$ cat src/rtl/blackjack_pkg.sv
// Shared card types and constants for the blackjack datapath.
package blackjack_pkg;

  localparam int DECK_SIZE = 52;
  localparam int SUITS     = 4;
  localparam int RANKS     = 13;

  typedef logic [5:0] card_idx_t;
  typedef logic [3:0] rank_t;
  typedef logic [1:0] suit_t;
  typedef logic [3:0] points_t;

  typedef enum logic [1:0] {
    IDLE   = 2'd0,
    SEARCH = 2'd1,
    DEAL   = 2'd2
  } dealer_state_t;

  // Fold a 6-bit seed slice into 0..51 (52..63 map onto 0..11).
  function automatic card_idx_t fold_seed(input logic [5:0] s);
    if (s >= 6'(DECK_SIZE)) return s - 6'(DECK_SIZE);
    else                    return s;
  endfunction

endpackage

$ cat src/rtl/card_decode.sv
// Combinational deck index -> rank / suit / blackjack points.
// Suit and rank come from a constant compare/subtract chain, no divider.
module card_decode
  import blackjack_pkg::*;
(
  input  logic [5:0] idx,
  output logic [3:0] rank,
  output logic [1:0] suit,
  output logic [3:0] points
);

  logic [5:0] rem;

  // Strip whole suits of 13 off the index, then derive rank and points.
  always_comb begin
    rem  = idx;
    suit = 2'd0;
    if (idx >= 6'(3*RANKS)) begin
      suit = 2'd3;
      rem  = idx - 6'(3*RANKS);
    end else if (idx >= 6'(2*RANKS)) begin
      suit = 2'd2;
      rem  = idx - 6'(2*RANKS);
    end else if (idx >= 6'(RANKS)) begin
      suit = 2'd1;
      rem  = idx - 6'(RANKS);
    end
    rank   = rem[3:0] + 4'd1;
    points = (rank > 4'd10) ? 4'd10 : rank;
  end

endmodule

$ cat src/rtl/card_dealer.sv
// Deals cards without repetition from one 52-card deck. The seed picks a
// start slot; a linear probe walks one slot per cycle to an undealt card.
module card_dealer
  import blackjack_pkg::*;
#(
  parameter int DECK_SIZE = 52,
  parameter int SEED_W    = 16
) (
  input  logic              clk,
  input  logic              reset,
  input  logic              shuffle,
  input  logic [SEED_W-1:0] seed,
  input  logic              deal_req,
  output logic              card_valid,
  output logic [3:0]        card_rank,
  output logic [1:0]        card_suit,
  output logic [3:0]        card_points,
  output logic              busy,
  output logic              deck_empty,
  output logic [5:0]        cards_left,
  output logic              deal_err
);

  localparam logic [5:0] FULL = 6'(DECK_SIZE);
  localparam logic [5:0] LAST = 6'(DECK_SIZE - 1);

  dealer_state_t        state;
  logic [DECK_SIZE-1:0] dealt;
  card_idx_t            probe;
  card_idx_t            start_idx;
  rank_t                dec_rank;
  suit_t                dec_suit;
  points_t              dec_points;
  logic                 unused_seed_hi;

  // Only the low six seed bits pick the start slot.
  assign start_idx      = fold_seed(seed[5:0]);
  assign unused_seed_hi = ^seed[SEED_W-1:6];

  card_decode u_decode (
    .idx    (probe),
    .rank   (dec_rank),
    .suit   (dec_suit),
    .points (dec_points)
  );

  // Dealer FSM: shuffle overrides everything; busy stays up through the
  // card_valid cycle so a request there is ignored rather than accepted.
  always_ff @(posedge clk or negedge reset) begin
    if (!reset) begin
      state       <= IDLE;
      dealt       <= '0;
      probe       <= '0;
      cards_left  <= FULL;
      deck_empty  <= 1'b0;
      busy        <= 1'b0;
      card_valid  <= 1'b0;
      deal_err    <= 1'b0;
      card_rank   <= '0;
      card_suit   <= '0;
      card_points <= '0;
    end else begin
      card_valid <= 1'b0;
      deal_err   <= 1'b0;
      if (shuffle) begin
        state      <= IDLE;
        dealt      <= '0;
        cards_left <= FULL;
        deck_empty <= 1'b0;
        busy       <= 1'b0;
      end else begin
        case (state)
          IDLE: begin
            busy <= 1'b0;
            if (deal_req && !busy) begin
              if (cards_left == '0) begin
                deal_err <= 1'b1;
              end else begin
                probe <= start_idx;
                busy  <= 1'b1;
                state <= SEARCH;
              end
            end
          end
          SEARCH: begin
            if (!dealt[probe]) state <= DEAL;
            else               probe <= (probe == LAST) ? '0 : probe + 6'd1;
          end
          DEAL: begin
            dealt[probe] <= 1'b1;
            cards_left   <= cards_left - 6'd1;
            deck_empty   <= (cards_left == 6'd1);
            card_rank    <= dec_rank;
            card_suit    <= dec_suit;
            card_points  <= dec_points;
            card_valid   <= 1'b1;
            state        <= IDLE;
          end
          default: state <= IDLE;
        endcase
      end
    end
  end

endmodule

$ cat config.mk
export PLATFORM = sky130hd
export DESIGN_NAME = card_dealer
export DESIGN_NICKNAME = d
export VERILOG_FILES = /design/src/rtl/blackjack_pkg.sv /design/src/rtl/card_decode.sv /design/src/rtl/card_dealer.sv
export SDC_FILE = /design/constraint.sdc
export NUM_CORES = 1
export LEC_CHECK = 0
export ABC_CLOCK_PERIOD_IN_PS = 3490
export CAP_MARGIN = 10
export CORE_AREA = 2 2 90 92
export CTS_CLUSTER_DIAMETER = 100
export CTS_CLUSTER_SIZE = 10
export DETAILED_ROUTE_END_ITERATION = 16
export DIE_AREA = 0 0 92 94
export GPL_TIMING_DRIVEN = 0
export HOLD_SLACK_MARGIN = 0.06
export PLACE_DENSITY = 0.77
export SYNTH_ARGS = -nofsm -noshare
export SYNTH_HDL_FRONTEND = slang
export SYNTH_SLANG_ARGS = --single-unit
$ cat constraint.sdc
create_clock -name clk -period 3.49 [get_ports clk]
set_input_delay 0.698 -clock clk [delete_from_list [all_inputs] [get_ports clk]]
set_output_delay 0.698 -clock clk [all_outputs]
set_load 0.05 [all_outputs]
### Word level (Yosys, flattened, before mapping)

Cells that the tools add are included.

| cells by class | value |
|---|---|
| add/sub/neg operators | 7 |
| order comparisons | 7 |
| equality and inequality tests | 10 |
| muxes and demuxes | 38 |
| bitwise logic cells | 2 |
| reduce and logical (&&, ||, !) cells | 11 |

Operator list:

| cell | number |
|---|---|
| $mux W52 | 2 |
| $or A52 B52 Y52 | 1 |
| $mux W6 | 7 |
| $mux W4 | 4 |
| $mux W1 | 15 |
| $ge A6 B6 Y1 const B | 2 |
| $mux W2 | 6 |
| $pmux W6 S2 | 1 |
| $ne A3 B3 Y1 const B | 3 |
| $sub A4 B4 Y4 const B | 2 |
| $lt A6 B7 Y1 const B | 1 |
| $add A6 B1 Y6 const B | 1 |
| $bmux W1 S6 | 1 |
| $demux W1 S6 | 1 |
| $eq A6 B1 Y1 const B | 1 |
| $eq A6 B6 Y1 const B | 1 |
| $ge A6 B1 Y1 const B | 1 |
| $ge A6 B4 Y1 const B | 1 |
| $ge A6 B5 Y1 const B | 1 |
| $logic_not A6 Y1 | 1 |
| $ne A2 B2 Y1 const B | 3 |
| $reduce_bool A2 Y1 | 3 |
| $sub A6 B1 Y6 const B | 1 |
| $sub A6 B6 Y6 const B | 1 |
| 13 further kinds | 14 |

| word-level totals | value |
|---|---|
| bits in registers | 80 |

### Logic depth before layout (Yosys ltp)

| depth | value |
|---|---|
| word-level depth | 7 |
| mapped depth | 13 |

### By module

Synthesis repeated with hierarchy kept, for this count alone.

| unflattened totals | value |
|---|---|
| cells, all modules | 455 |
| area total of the unflattened synthesis | 4555.6 um2 |

By module, submodules not included:

| module | instances | cells an instance | area each (um2) |
|---|---|---|---|
| card_dealer | 1 | 383 | 4008.8 |
| card_decode | 1 | 72 | 546.8 |

### Worst setup path after synthesis

No wires, ideal clock.

| timing path | value |
|---|---|
| path kind | register to register |
| start | register probe[1] |
| end | register card_points[0] |
| arrival | 2.567 ns |
| slack | 0.802 ns |
| cell stages (with the launch flop) | 14 |
| buffers on the path | 2 |
| clock period less this slack | 2.688 ns |
| cell sequence | dfrtp_1 buf_4 buf_2 inv_1 ha_1 nand2b_1 a311o_1 mux2i_1 o221a_2 inv_1 ha_1 xnor2_1 o21ai_0 a22o_1 |

| between the ends | value |
|---|---|
| longest elaborated chain between the ends | 7 |
| elaborated cells between the ends (all ways) | 12 |

RTL lines:

| element | RTL line | text |
|---|---|---|
| start: declaration | card_dealer.sv:29 | `card_idx_t probe;` |
| start signal: assignment | card_dealer.sv:79 | `probe <= start_idx;` |
| start signal: assignment | card_dealer.sv:87 | `else probe <= (probe == LAST) ? '0 : probe + 6'd1;` |
| $ge A6 B4 Y1 / $sub A4 B4 Y4 (equally long branches) | card_decode.sv:24, card_decode.sv:26 |  |
| $mux W4 | card_decode.sv:24 | `end else if (idx >= 6'(RANKS)) begin` |
| $mux W4 | card_decode.sv:21 | `end else if (idx >= 6'(2*RANKS)) begin` |
| $mux W4 * | card_decode.sv:18 | `if (idx >= 6'(3*RANKS)) begin` |
| $add A4 B1 Y4 * | card_decode.sv:28 | `rank = rem[3:0] + 4'd1;` |
| $gt A4 B4 Y1 | card_decode.sv:29 | `points = (rank > 4'd10) ? 4'd10 : rank;` |
| $mux W4 * | card_decode.sv:29 |  |
| end signal: assignment | card_dealer.sv:95 | `card_points <= dec_points;` |
| end: declaration | card_dealer.sv:17 | `output logic [3:0] card_points,` |

Every way passes the cells marked *; elsewhere a longest branch is shown, timed or not.
A chain may end at the register's enable or synchronous reset.

### Worst setup path after layout

Ends and elaborated chain as after synthesis.

==> summary.txt <==
Pwr
  • Comb pwr share: 48.9%
  • Pwr/cell area: 774 mW/mm²
  • Sw Ratio: 42.5%
  • Sequential share of power: 29.2%
  • VDD IR-drop max: 0.267 mV
  • Internal power: 2.19 mW
  • Switching power total: 1.62 mW
  • Static leakage: 2.12 nW
  • Clock power share: 21.9%

Worst setup path
  • Max FO, Critical Path: 10
  • Crit path DAT: 3.45 ns
  • CP endpoint kind: flop
  • WS Path Type: flop to flop
  • Req. time, crit path: 3.74 ns
  • Critical Path Source Type: flop
  • R2R Setup Slk: 0.29 ns

Final layout
  • NumNets Final: 475
  • Multi-input gate area: 0.00199 mm²
  • Syn-to-layout area delta: 16.2%
  • Reg area: 0.00201 mm²
  • Diodes inserted: 0
  • Fill cells: 613
  • Final Instance Count excl. Fillers: 547
  • Layout cell share with drive strength beyond 1: 10.6%

Yosys
  • Syn Area/Cell: 10.6 µm²
  • Synthesized cell area: 0.00422 mm²
  • Syn nets: 435
  • FFs w/ async S/R, synth: 100%
  • Post-synthesis cell count: 400
  • Sequential area share after synthesis: 47.5%
  • EDFF count, synth: 0
  • YS warnings: 0
  • Register bit total from synthesis: 80
  • Synth unique cells: 61
  • Top FF cell, synth: dfrtp_1

Global routing
  • Tot GR Track Use: 25.5%
  • Largest net degree at the start of global routing: 49
  • Initial antenna violation count: 0
  • Total congestion overflow: 0
  • First-pass GRT wire length: 17.0 mm
  • Vias in the first global route: 3254

STA
  • Fmax achieved: 313 MHz
  • Worst slew pin tran: approximately 0.7 ns
  • Final Hold Fails: 0
  • RSZ-0062 raised after global routing: false
  • Setup TNS: 0 ns
  • Slew margin rel.: roughly 53%
  • Final setup vio count: 0
  • Final min period: 3.20 ns
  • Post-Route Skew: 0.00809 ns
  • Post-route clock period utilization: between 90% and 100%
  • Hold_ws: 0.276 ns
  • Fin. max-slew vios: 0

Clock tree
  • CTS tree: done
  • Clock insertion delay at the later pin of the skew report: 0.36 ns
  • CTS buffer count: 9
  • H-tree depth: 3
  • CTS Sinks: 80
  • Longest Clk Path Bufs: 2
  • Clk root buf: clkbuf_8
  • Cts hold-fix bufs: 0
  • Clock slew seen by the registers of the worst setup and hold paths: 0.09 ns

Drt
  • Final antenna-violating net count: 0
  • Post-route DRC: 0
  • DRT iter0 DRCs: 293
  • Drt pass-1 iters: 5
  • Wire per inst: roughly 19 µm
  • Vias: between 3000 and 4000
  • Post-DR vias/cell: 6.05
  • Routed wire length: 10.1 mm

Status
  • Status: completed

Floorplan
  • Die width: around 92 µm
  • Row Count: 32
  • I/O pins: 40
  • Initial Utilization: 55.5%
  • Core box area: 0.00761 mm²
  • Die height: 94 µm
  • Die area: 0.00865 mm²

Worst hold path
  • Min-delay worst type: input port to async pin

Place
  • PortBufs: 29
  • Cell total after placement: 532
  • Hpwl dp: around 7 mm
  • Routability cong.: 0.926

Run
  • Max_cap viols: 0
[flip-flops by register name, indices dropped and copies added, names as in the netlist]
| name | count |
|---|---|
| dealt | 52 |
| cards_left | 6 |
| probe | 6 |
| card_points | 4 |
| card_rank | 4 |
| card_suit | 2 |
| state | 2 |
| busy | 1 |
| card_valid | 1 |
| deal_err | 1 |
| deck_empty | 1 |
[area by class of cell]
| cell class | instances | area share [%] |
|---|---|---|
| Tap cell | 102 | 2.60 |
| Inverter | 18 | 1.38 |
| Multi-Input combinational cell | 276 | 40.6 |
| Buffer | 25 | 3.21 |
| Sequential cell | 80 | 40.9 |
| Clock inverter | 7 | 2.40 |
| Clock buffer | 9 | 2.52 |
| Timing Repair Buffer | 30 | 6.42 |
[cell families after synthesis]
family          count (synthesis)  share of synthesized area [%]
buf+inv                        44                           5.42
fa+ha+maj                      15                           4.44
mux                            23                           6.52
xor+xnor                        9                           1.87
flops                          80                           47.5
simple gates                  113                           13.0
compound gates                116                           21.3
[cells in the final DEF (no fill, tap or decap), drive strengths merged, types with 5 or more instances in the layout]
master	n
xnor2	7
inv	19
a22o	6
nor2b	6
mux2i	17
nand2b	6
nor2	14
a21oi	8
ha	15
a22oi	5
nand3	12
o2bb2ai	49
nand2	51
clkdlybuf4s50	28
nor3	6
o21ai	18
dfrtp	77
buf	14
o211ai	6
clkbuf	22
[cells in the mapped netlist (4+ instances only)]
cell type	n	share of area (%)
a21oi_1	8	0.95
a22o_1	6	1.2
a22oi_1	5	0.89
buf_2	4	0.47
buf_6	5	1.3
clkbuf_1	12	1.1
dfrtp_1	77	46
ha_1	15	4.4
inv_1	17	1.5
mux2i_1	17	4.0
nand2_1	51	4.5
nand2b_1	6	0.89
nand3_1	12	1.4
nor2_1	14	1.2
nor2b_1	6	0.89
nor3_1	4	0.47
o211ai_1	6	1.1
o21ai_0	16	1.9
o2bb2ai_1	49	10
xnor2_1	7	1.5
[path summary, 6_finish.rpt]
path	from	to	cells past startpoint
setup reg to reg	probe[1]$_DFFE_PN0P_	card_points[0]$_DFFE_PN0P_	13
hold / removal	reset	dealt[9]$_DFFE_PN0P_	1
hold reg to reg	card_suit[0]$_DFFE_PN0P_	card_suit[0]$_DFFE_PN0P_	2
setup / recovery	probe[1]$_DFFE_PN0P_	card_points[0]$_DFFE_PN0P_	13
min in group clk	card_suit[0]$_DFFE_PN0P_	card_suit[0]$_DFFE_PN0P_	2
max in group asynchronous	reset	probe[1]$_DFFE_PN0P_	2
[repair_timing]
item,in CTS,in global routing
setup buffers,0,0
endpoints found under the setup margin,0,3
resized for setup,0,1
hold endpoints to repair,0,0
[critical path: stages (launching register included)]
cell	delay, ns
dfrtp_1	0.45
buf_4	0.20
buf_2	0.23
inv_1	0.16
ha_1	0.20
nand2b_1	0.14
a311o_1	0.40
mux2i_1	0.18
o221a_2	0.25
inv_1	0.05
ha_1	0.19
xnor2_1	0.31
o21ai_0	0.14
a22o_1	0.21
[power groups by stage]
stage	logic [mW]	registers [mW]	clock network, mW
CTS	1.84	1.11	0.843
detailed placement	1.83	1.13	0
floorplan	1.15	1.32	0
finish	1.86	1.11	0.833
global placement	1.80	1.12	0
global route	2.03	1.12	0.883
[stage by stage]
stage	utilization [%]	setup WS [ns]	cell area, µm²	power [mW]
CTS	64.5	0.260	4910	3.79
detailed placement	61.3	0.295	4670	2.96
floorplan	-	0.802	4220	2.47
finish	64.5	0.294	4910	3.80
global placement	61.0	-1.05	4640	2.92
global route	64.5	0.0635	4910	4.03
[routing by layer]
layer  routed length (µm)  vias up  part of all wire (%)  track usage (%)
met4                  286        0                   2.8             11.6
li1                     -     1551                     -                -
met3                  522       22                   5.1             4.17
met1                 4660     1647                    46             36.6
met5                    0        -                     0                0
met2                 4670       87                    46             38.2
Note: power is estimated with default switching activity, not from simulation.
